[src/rtl/seg_scan_driver_if.sv]
// seg_scan_driver_if
// Groups the digit-value inputs and display outputs of seg_scan_driver.
//   seg0..seg7 : 4-bit digit values (seg0 = rightmost digit)
//   dp_mask    : per-digit decimal point enables
//   lz_en      : leading-zero suppression enable
//   seg_out    : shared segment bus, bit 0 = a .. bit 6 = g, bit 7 = dp
//   sel_out    : one-hot digit select, bit i drives digit i
//   frame_tick : one-cycle pulse when a new snapshot has been loaded
// The master modport is the formatting stage or a bench; the slave modport is the driver.
interface seg_scan_driver_if;
    logic [3:0] seg0;
    logic [3:0] seg1;
    logic [3:0] seg2;
    logic [3:0] seg3;
    logic [3:0] seg4;
    logic [3:0] seg5;
    logic [3:0] seg6;
    logic [3:0] seg7;
    logic [7:0] dp_mask;
    logic       lz_en;
    logic [7:0] seg_out;
    logic [7:0] sel_out;
    logic       frame_tick;

    modport master (
        output seg0, seg1, seg2, seg3, seg4, seg5, seg6, seg7, dp_mask, lz_en,
        input  seg_out, sel_out, frame_tick
    );

    modport slave (
        input  seg0, seg1, seg2, seg3, seg4, seg5, seg6, seg7, dp_mask, lz_en,
        output seg_out, sel_out, frame_tick
    );
endinterface

[src/rtl/seg_scan_driver.sv]
// seg_scan_driver
// Time-multiplexes eight 4-bit digits onto one 7-segment bus with one-hot selects.
// Each digit slot lasts SCAN_DIV cycles; the first BLANK_CYCLES of it keep every
// digit deselected to avoid ghosting. The inputs are snapshotted once per frame.
// Ports:
//   clk   : system clock
//   rst_n : asynchronous active-low reset
//   bus   : seg_scan_driver_if.slave (digits, dp_mask, lz_en in; seg_out, sel_out, frame_tick out)
module seg_scan_driver #(
    parameter int SCAN_DIV       = 50000,
    parameter int BLANK_CYCLES   = 500,
    parameter bit SEG_ACTIVE_LOW = 1'b1,
    parameter bit SEL_ACTIVE_LOW = 1'b1
) (
    input  logic                clk,
    input  logic                rst_n,
    seg_scan_driver_if.slave    bus
);

    localparam int         DIV_W   = $clog2(SCAN_DIV);
    localparam logic [7:0] SEG_OFF = {8{SEG_ACTIVE_LOW}};
    localparam logic [7:0] SEL_OFF = {8{SEL_ACTIVE_LOW}};

    function automatic logic [6:0] seg_decode(input logic [3:0] v);
        case (v)
            4'd0:    seg_decode = 7'h3F;
            4'd1:    seg_decode = 7'h06;
            4'd2:    seg_decode = 7'h5B;
            4'd3:    seg_decode = 7'h4F;
            4'd4:    seg_decode = 7'h66;
            4'd5:    seg_decode = 7'h6D;
            4'd6:    seg_decode = 7'h7D;
            4'd7:    seg_decode = 7'h07;
            4'd8:    seg_decode = 7'h7F;
            4'd9:    seg_decode = 7'h6F;
            default: seg_decode = 7'h40;   // dash marks a non-decimal code
        endcase
    endfunction

    logic [DIV_W-1:0] div_cnt_q, div_cnt_d;
    logic [2:0]       idx_q, idx_d;
    logic [3:0]       snap_q [8];
    logic [7:0]       dp_q;
    logic [7:0]       blank_q, blank_d;
    logic [7:0]       seg_out_q, seg_out_d;
    logic [7:0]       sel_out_q, sel_out_d;
    logic             frame_tick_q;

    logic             div_last;
    logic             frame_load;
    logic             in_blank;
    logic [3:0]       digit_in [8];
    logic [31:0]      digits_flat;

    assign digit_in[0] = bus.seg0;
    assign digit_in[1] = bus.seg1;
    assign digit_in[2] = bus.seg2;
    assign digit_in[3] = bus.seg3;
    assign digit_in[4] = bus.seg4;
    assign digit_in[5] = bus.seg5;
    assign digit_in[6] = bus.seg6;
    assign digit_in[7] = bus.seg7;
    assign digits_flat = {bus.seg7, bus.seg6, bus.seg5, bus.seg4,
                          bus.seg3, bus.seg2, bus.seg1, bus.seg0};

    assign div_last   = (div_cnt_q == DIV_W'(SCAN_DIV - 1));
    assign frame_load = div_last && (idx_q == 3'd7);
    assign in_blank   = (BLANK_CYCLES != 0) && (div_cnt_q < DIV_W'(BLANK_CYCLES));

    assign div_cnt_d = div_last ? '0 : div_cnt_q + 1'b1;
    assign idx_d     = div_last ? idx_q + 3'd1 : idx_q;

    // Suppression flags are derived from the same values being captured, so the
    // displayed frame never mixes old flags with new digits. Digit 0 always shows.
    generate
        for (genvar gi = 0; gi < 8; gi++) begin : g_blank
            if (gi == 0) begin : g_lsd
                assign blank_d[gi] = 1'b0;
            end else begin : g_upper
                assign blank_d[gi] = bus.lz_en && (digits_flat[31:4*gi] == '0);
            end
        end
    endgenerate

    // Output patterns are computed from the current counters and registered,
    // giving the one-cycle latency from div_cnt/idx to the pins.
    always_comb begin
        logic [7:0] seg_pat;
        logic [7:0] sel_pat;
        seg_pat = 8'h00;
        sel_pat = 8'h00;
        if (!in_blank) begin
            sel_pat[idx_q]  = 1'b1;
            seg_pat[6:0]    = blank_q[idx_q] ? 7'h00 : seg_decode(snap_q[idx_q]);
            seg_pat[7]      = dp_q[idx_q];
        end
        seg_out_d = SEG_ACTIVE_LOW ? ~seg_pat : seg_pat;
        sel_out_d = SEL_ACTIVE_LOW ? ~sel_pat : sel_pat;
    end

    always_ff @(posedge clk or negedge rst_n) begin
        if (!rst_n) begin
            div_cnt_q    <= '0;
            idx_q        <= 3'd0;
            seg_out_q    <= SEG_OFF;
            sel_out_q    <= SEL_OFF;
            frame_tick_q <= 1'b0;
        end else begin
            div_cnt_q    <= div_cnt_d;
            idx_q        <= idx_d;
            seg_out_q    <= seg_out_d;
            sel_out_q    <= sel_out_d;
            frame_tick_q <= frame_load;
        end
    end

    always_ff @(posedge clk or negedge rst_n) begin
        if (!rst_n) begin
            for (int i = 0; i < 8; i++) snap_q[i] <= 4'd0;
            dp_q    <= 8'h00;
            blank_q <= 8'h00;
        end else if (frame_load) begin
            for (int i = 0; i < 8; i++) snap_q[i] <= digit_in[i];
            dp_q    <= bus.dp_mask;
            blank_q <= blank_d;
        end
    end

    assign bus.seg_out    = seg_out_q;
    assign bus.sel_out    = sel_out_q;
    assign bus.frame_tick = frame_tick_q;

endmodule

[src/flat_wrapper.sv]
// flat-port wrapper written by rule: the top's interface ports become plain ports
module seg_scan_driver_flat 
#(
    parameter int SCAN_DIV       = 50000,
    parameter int BLANK_CYCLES   = 500,
    parameter bit SEG_ACTIVE_LOW = 1'b1,
    parameter bit SEL_ACTIVE_LOW = 1'b1
)
  (clk, rst_n, bus_seg0, bus_seg1, bus_seg2, bus_seg3, bus_seg4, bus_seg5, bus_seg6, bus_seg7, bus_dp_mask, bus_lz_en, bus_seg_out, bus_sel_out, bus_frame_tick);
  seg_scan_driver_if bus_i ();
  input  logic clk;
  input  logic rst_n;
  input wire logic [$bits(bus_i.seg0)-1:0] bus_seg0;
  input wire logic [$bits(bus_i.seg1)-1:0] bus_seg1;
  input wire logic [$bits(bus_i.seg2)-1:0] bus_seg2;
  input wire logic [$bits(bus_i.seg3)-1:0] bus_seg3;
  input wire logic [$bits(bus_i.seg4)-1:0] bus_seg4;
  input wire logic [$bits(bus_i.seg5)-1:0] bus_seg5;
  input wire logic [$bits(bus_i.seg6)-1:0] bus_seg6;
  input wire logic [$bits(bus_i.seg7)-1:0] bus_seg7;
  input wire logic [$bits(bus_i.dp_mask)-1:0] bus_dp_mask;
  input wire logic [$bits(bus_i.lz_en)-1:0] bus_lz_en;
  output wire logic [$bits(bus_i.seg_out)-1:0] bus_seg_out;
  output wire logic [$bits(bus_i.sel_out)-1:0] bus_sel_out;
  output wire logic [$bits(bus_i.frame_tick)-1:0] bus_frame_tick;
  assign bus_i.seg0 = bus_seg0;
  assign bus_i.seg1 = bus_seg1;
  assign bus_i.seg2 = bus_seg2;
  assign bus_i.seg3 = bus_seg3;
  assign bus_i.seg4 = bus_seg4;
  assign bus_i.seg5 = bus_seg5;
  assign bus_i.seg6 = bus_seg6;
  assign bus_i.seg7 = bus_seg7;
  assign bus_i.dp_mask = bus_dp_mask;
  assign bus_i.lz_en = bus_lz_en;
  assign bus_seg_out = bus_i.seg_out;
  assign bus_sel_out = bus_i.sel_out;
  assign bus_frame_tick = bus_i.frame_tick;
  seg_scan_driver #(.SCAN_DIV(SCAN_DIV), .BLANK_CYCLES(BLANK_CYCLES), .SEG_ACTIVE_LOW(SEG_ACTIVE_LOW), .SEL_ACTIVE_LOW(SEL_ACTIVE_LOW)) u_core (.clk(clk), .rst_n(rst_n), .bus(bus_i));
endmodule
[config.mk]
export PLATFORM = sky130hd
export DESIGN_NAME = seg_scan_driver_flat
export DESIGN_NICKNAME = d
export VERILOG_FILES = /design/src/rtl/seg_scan_driver_if.sv /design/src/rtl/seg_scan_driver.sv /design/src/flat_wrapper.sv
export SDC_FILE = /design/constraint.sdc
export NUM_CORES = 1
export LEC_CHECK = 0
export CAP_MARGIN = 30
export CORE_MARGIN = 2
export CORE_UTILIZATION = 58
export CTS_CLUSTER_SIZE = 28
export DETAILED_ROUTE_END_ITERATION = 7
export GPL_ROUTABILITY_DRIVEN = 0
export HOLD_SLACK_MARGIN = 0.02
export MAX_ROUTING_LAYER = met4
export PLACE_DENSITY = 0.85
export SLEW_MARGIN = 20
export SYNTH_ARGS = -nofsm -noshare
export SYNTH_HDL_FRONTEND = slang
export SYNTH_SLANG_ARGS = --single-unit
[constraint.sdc]
create_clock -name clk -period 7.2 [get_ports clk]
set_clock_uncertainty 0.1 [all_clocks]
set_input_delay 1.44 -clock clk [delete_from_list [all_inputs] [get_ports clk]]
set_output_delay 1.44 -clock clk [all_outputs]
set_load 0.05 [all_outputs]
# Word level (Yosys, flattened, before mapping)
# Memories as Yosys holds them, arrays and structs flattened.
# Cells that the tools add are included.
# classes
n_addsub	2
magnitude_cmp	4
eq_ne	2
n_mux	13
bitwise	3
n_reduce_logical	16
# op_table
op	count
28-bit zero test	1
24-bit zero test	1
20-bit zero test	1
16-bit by 1-bit adder with 16-bit output (second input constant)	1
16-bit equality test (second input constant)	1
16-bit zero test	1
16-bit by 9-bit < comparator with 1-bit output (second input constant)	1
16-bit 2-to-1 mux	1
8-bit 2-to-1 mux	2
8-bit NOT	2
4-bit binary-select mux with 3-bit select	1
12-bit zero test	1
1-bit logical AND	9
8-bit zero test	1
4-bit 2-to-1 mux	2
7-bit 2-to-1 mux	1
1-bit binary-select mux with 3-bit select	2
4-bit greater-or-equal comparator (second input constant)	1
4-bit zero test	1
3-bit by 4-bit < comparator with 1-bit output (second input constant)	1
3-bit NOT with 4-bit output	1
3-bit by 1-bit adder with 3-bit output (second input constant)	1
1-bit demux with 3-bit select	1
3-bit equality test (second input constant)	1
2 further kinds	4
# totals
reg_bits	83
romBits	112
in_bits	43
out_inout_bits	17
elab_cells	56
memories	1
# memory_table
memory	words	word_bits	read_ports	rd_clocked_by_memory_dff	write_ports	line_no	text
(name not given)	16	7	1	0	0	seg_scan_driver.sv:25	case (v)

# Depth between registers and ports, before layout
# An unclocked memory read counts as a cell.
# depth
word_depth	8
mapped_depth	9
ltp_nobuf	7

# Worst setup path after synthesis
# OpenSTA, ideal clock, no wires.
# synth_path
path_kind	register to register
start	register u_core.idx_q[0]
end	register u_core.seg_out_q[3] (netlist: u_core.bus.seg_out[3])
setup_ns	0.078
arrival_ns	2.479
required_ns	7.022
setup_slack_ns	4.543
stages_incl_launch_ff	9
n_path_buf	2
period_less_slack_ns	2.657
cell_sequence	dfrtp_1 buf_6 clkbuf_1 mux4_2 mux2i_1 inv_1 ha_1 or3b_1 a31o_1
# synth_via
elab_chain_cells	8
word_cells_on_any_way	10
cone_classes	mux (7); bitwise (2); memory (1)
# synth_lines
item	line_no	text
from (decl)	seg_scan_driver.sv:41	logic [2:0] idx_q, idx_d;
from (signal assigned)	seg_scan_driver.sv:110	idx_q <= idx_d;
3-bit NOT with 4-bit output (implied by the code)	seg_scan_driver.sv:94	seg_pat[6:0] = blank_q[idx_q] ? 7'h00 : seg_decode(snap_q[idx_q]);
4-bit binary-select mux with 3-bit select	seg_scan_driver.sv:94	
4-bit 2-to-1 mux (implied by the code) (2 in a row)	seg_scan_driver.sv:94	
memory 16 x 7 bit	-	
7-bit 2-to-1 mux (*)	seg_scan_driver.sv:94	
8-bit 2-to-1 mux (*)	seg_scan_driver.sv:92	if (!in_blank) begin
8-bit NOT (*)	seg_scan_driver.sv:97	seg_out_d = SEG_ACTIVE_LOW ? ~seg_pat : seg_pat;
named net u_core.seg_out_d[3]	seg_scan_driver.sv:45	logic [7:0] seg_out_q, seg_out_d;
to (signal assigned)	seg_scan_driver.sv:111	seg_out_q <= seg_out_d;
to (decl)	seg_scan_driver.sv:45	
# Mark *: on every way through the listed nets, which the timed path passes. The rest lies on a longest branch. The select of a mux whose other input is x is not followed.
# A chain may end at the register's enable or synchronous reset.

# Worst setup path in the final report
# layout_path
start	register u_core.sel_out_q[5] (netlist: u_core.bus.sel_out[5])
end	output port bus_sel_out[5]
# layout_lines
item	line_no	text
from (decl)	seg_scan_driver.sv:46	logic [7:0] sel_out_q, sel_out_d;
from (signal assigned)	seg_scan_driver.sv:112	sel_out_q <= sel_out_d;
to (decl)	flat_wrapper.sv:24	output wire logic [$bits(bus_i.sel_out)-1:0] bus_sel_out;
# No word-level cell between the ends.

==> flow_metrics.tcl <==
set metrics [dict create \
    n_antenna_cell 0 \
    grt.busiest_layer "met2" \
    numCtsBuffers 9 \
    vias_per_cell 5.85 \
    track_usage_pct 24.6 \
    slew_violations 0 \
    powerDensity_nw_per_um2 189 \
    crit_slowest_cell "clkdlybuf4s50_1" \
    cp_top_family "buffers and inverters" \
    ys_types 40 \
    worstSkewPairLatency_ns 0.36 \
    max_stage_delay_ns 0.79 \
    cts_root_buf "clkbuf_8" \
    synthCells 299 \
    fin_crit_sh_pct 44.6 \
    cts_tree "done" \
    drtPass1Iterations 4 \
    startpoint_type "flop" \
    routed_wl_um 7890 \
    die_area_um2 7210 \
    drt-wirelength-per-cell_um 17.9 \
    drc_errors 0 \
    timing.final.crit_period_ns 3.21 \
    hold_path_class "reg -> reg" \
    grt_max_degree 47 \
    p_int_uw 683 \
    hpwl_um 5420 \
    syn_to_final_growth_pct 23.0 \
    first_global_vias 2724 \
    ios 60 \
    hold_violations 0 \
    synth-edff-count 0 \
    grt_use_met3_pct 3.89 \
    grt_pass1_wl_um 13100 \
    antenna_found_initial 0 \
    rsz0062_at_grt "false" \
    critPathRequiredTime_ns 5.66 \
    synthArstFlopShare_pct 100 \
    crit_path_end_kind "output pin" \
    power_frac_seq_pct 55.0 \
    outcome "finished clean" \
    coreArea_um2 6350 \
    path_buf_inv 1 \
    syn_area_per_cell_um2 12.7 \
    fp.dieW_um 84.9 \
    yosysSeqAreaShare_pct 55.2 \
    setup_viol 0 \
    p_sw_uw 197 \
    worst_ep_arrival_time_ns 1.67 \
    tightest_slew_ns 0.802 \
    yosysTopAreaCellShare_pct 44.2 \
    p_comb_share_pct 7.1 \
    drv_cap 0 \
    cts_setup_buffers 0 \
    clk_pin_slew_ns 0.08 \
    cellLeakagePower_nw 1.96 \
    synthTopCellsByArea "dfrtp_1 44%, dfstp_2 11%, mux2_2 11%" \
    htree_levels 3 \
    fillCellCount 412 \
    drtIter0Drc 203 \
    synth_seq_cells 83 \
    yosys_warnings 0 \
    synth_top_area_cell "dfrtp_1" \
    post_route_cells_drive_above_1_share_pct 22.0 \
    slew_headroom_pct 46.6 \
    synthFlopType "dfrtp_1" \
    synth_area_um2 3800 \
    vias 2582 \
    ir_drop_mv 0.127 \
    syn_nets 351 \
    rows 29 \
    ant_nets 0 \
    criticalPathCategory "reg -> out" \
    nNetsFinal 411 \
    die_h_um 84.9 \
    numPortBuffers 59 \
    whs_ns 0.362 \
    cts_buffer_depth 2 \
    pwr-share-clk_pct 37.9 \
    initial_core_util_pct 59.8 \
    tns_ns 0 \
    cts_sinks 83 \
    grtUsageMet2_pct 36.6 \
    cts_resized 0 \
    grt-ovfl-total 0 \
    critPathMaxFanout 1 \
    p_sw_share_pct 22.4 \
    crit_chain "clkdlybuf4s50_1" \
    max_clock_freq_mhz 311 \
    ctsHoldBuffers 0 \
    met1_usage_pct 32.1 \
]
[power groups by stage]
stage / sequential [mW] / combinational (mW) / clock (mW)
global route: 0.485 / 0.0689 / 0.357
global placement: 0.492 / 0.0590 / 0
detailed placement: 0.492 / 0.0627 / 0
CTS: 0.484 / 0.0633 / 0.338
finish: 0.484 / 0.0624 / 0.334
floorplan: 0.490 / 0.0217 / 0
[path summary, 6_finish.rpt]
check / from / end / slack (ns) / depth (start not counted)
worst max register to register: u_core.idx_q[0] / u_core.bus.seg_out[3] / 4.21 / 6
worst max-delay path: u_core.bus.sel_out[5] / bus_sel_out[5] / 3.99 / 1
max in group asynchronous: rst_n / u_core.snap_q[0] / 5.43 / 2
worst min-delay path: u_core.div_cnt_q[0] / u_core.div_cnt_q[0] / 0.36 / 1
worst min register to register: u_core.div_cnt_q[0] / u_core.div_cnt_q[0] / 0.36 / 1
min in group asynchronous: rst_n / u_core.dp_q[6] / 0.97 / 1
[layer usage]
metal / up-vias / wire (um)
met5: - / 0
met1: 1280 / 3380
met3: 19 / 399
met2: 92 / 3900
li1: 1191 / -
met4: 0 / 205
[synth_stat cells, drive strengths merged, types with 2 or more instances]
library cell and n:
a21o 3, a21oi 2, a31o 2, and2 3, and3 6, buf 9
clkbuf 4, dfrtp 67, dfstp 16, ha 9, inv 6, mux2 46
mux2i 7, mux4 7, nand2 25, nand3 11, nand4 5, nor2 13
nor2b 5, nor4 7, o211ai 3, o21ai 11, o21bai 4, o31ai 2
or3 4, or4 2, xnor2 6, xor2 7
[cells by family (layout without fill, tap and decap cells)]
family	Yosys count	in the layout	share of synthesized area, %
flops	83	83	55.2
mux	60	60	20.0
xor+xnor	13	13	3.00
buf+inv	19	84	2.31
compound gates	30	30	5.17
fa+ha+maj	9	9	2.97
simple gates	85	85	11.3
[through the flow]
stage | cells | setup slack (ns) | utilization, % | power (mW) | cell area, um^2
after floorplan | 299 | 4.54 | - | 0.512 | 3800
after global placement | 423 | 3.93 | 69.7 | 0.551 | 4430
after detailed placement | 424 | 3.80 | 70.0 | 0.555 | 4450
after CTS | 440 | 3.97 | 73.1 | 0.885 | 4640
after global routing | 441 | 3.91 | 73.5 | 0.911 | 4670
final | 441 | 3.99 | 73.5 | 0.880 | 4670
[cell usage in the layout (no fill, tap or decap), drive strengths merged, types with 5 or more instances in the layout]
| cell | count |
|---|---|
| and3 | 6 |
| clkbuf | 12 |
| clkdlybuf4s50 | 58 |
| dfrtp | 67 |
| dfstp | 16 |
| ha | 9 |
| inv | 6 |
| mux2 | 46 |
| mux2i | 7 |
| mux4 | 7 |
| nand2 | 25 |
| nand3 | 11 |
| nand4 | 5 |
| nor2 | 13 |
| nor2b | 5 |
| nor4 | 7 |
| o21ai | 11 |
| xnor2 | 6 |
| xor2 | 7 |
[sequential cells by signal, summed over array words and instances (netlist names)]
register,cells
u_core.blank_q,7
u_core.bus.frame_tick,1
u_core.bus.seg_out,8
u_core.bus.sel_out,8
u_core.div_cnt_q,16
u_core.dp_q,8
u_core.idx_q,3
u_core.snap_q,32
[cell type report]
| type | count | area (um^2) | area share (%) |
|---|---|---|---|
| clock buffers | 12 | 145 | 3.11 |
| clock inverters | 4 | 50.0 | 1.07 |
| flip-flops and latches | 83 | 2100 | 44.9 |
| well taps | 77 | 96.3 | 2.06 |
| repair buffers | 62 | 643 | 13.8 |
| multi-input cells | 197 | 1610 | 34.6 |
| inverters | 6 | 22.5 | 0.482 |
Note: power is estimated with default switching activity, not from simulation.
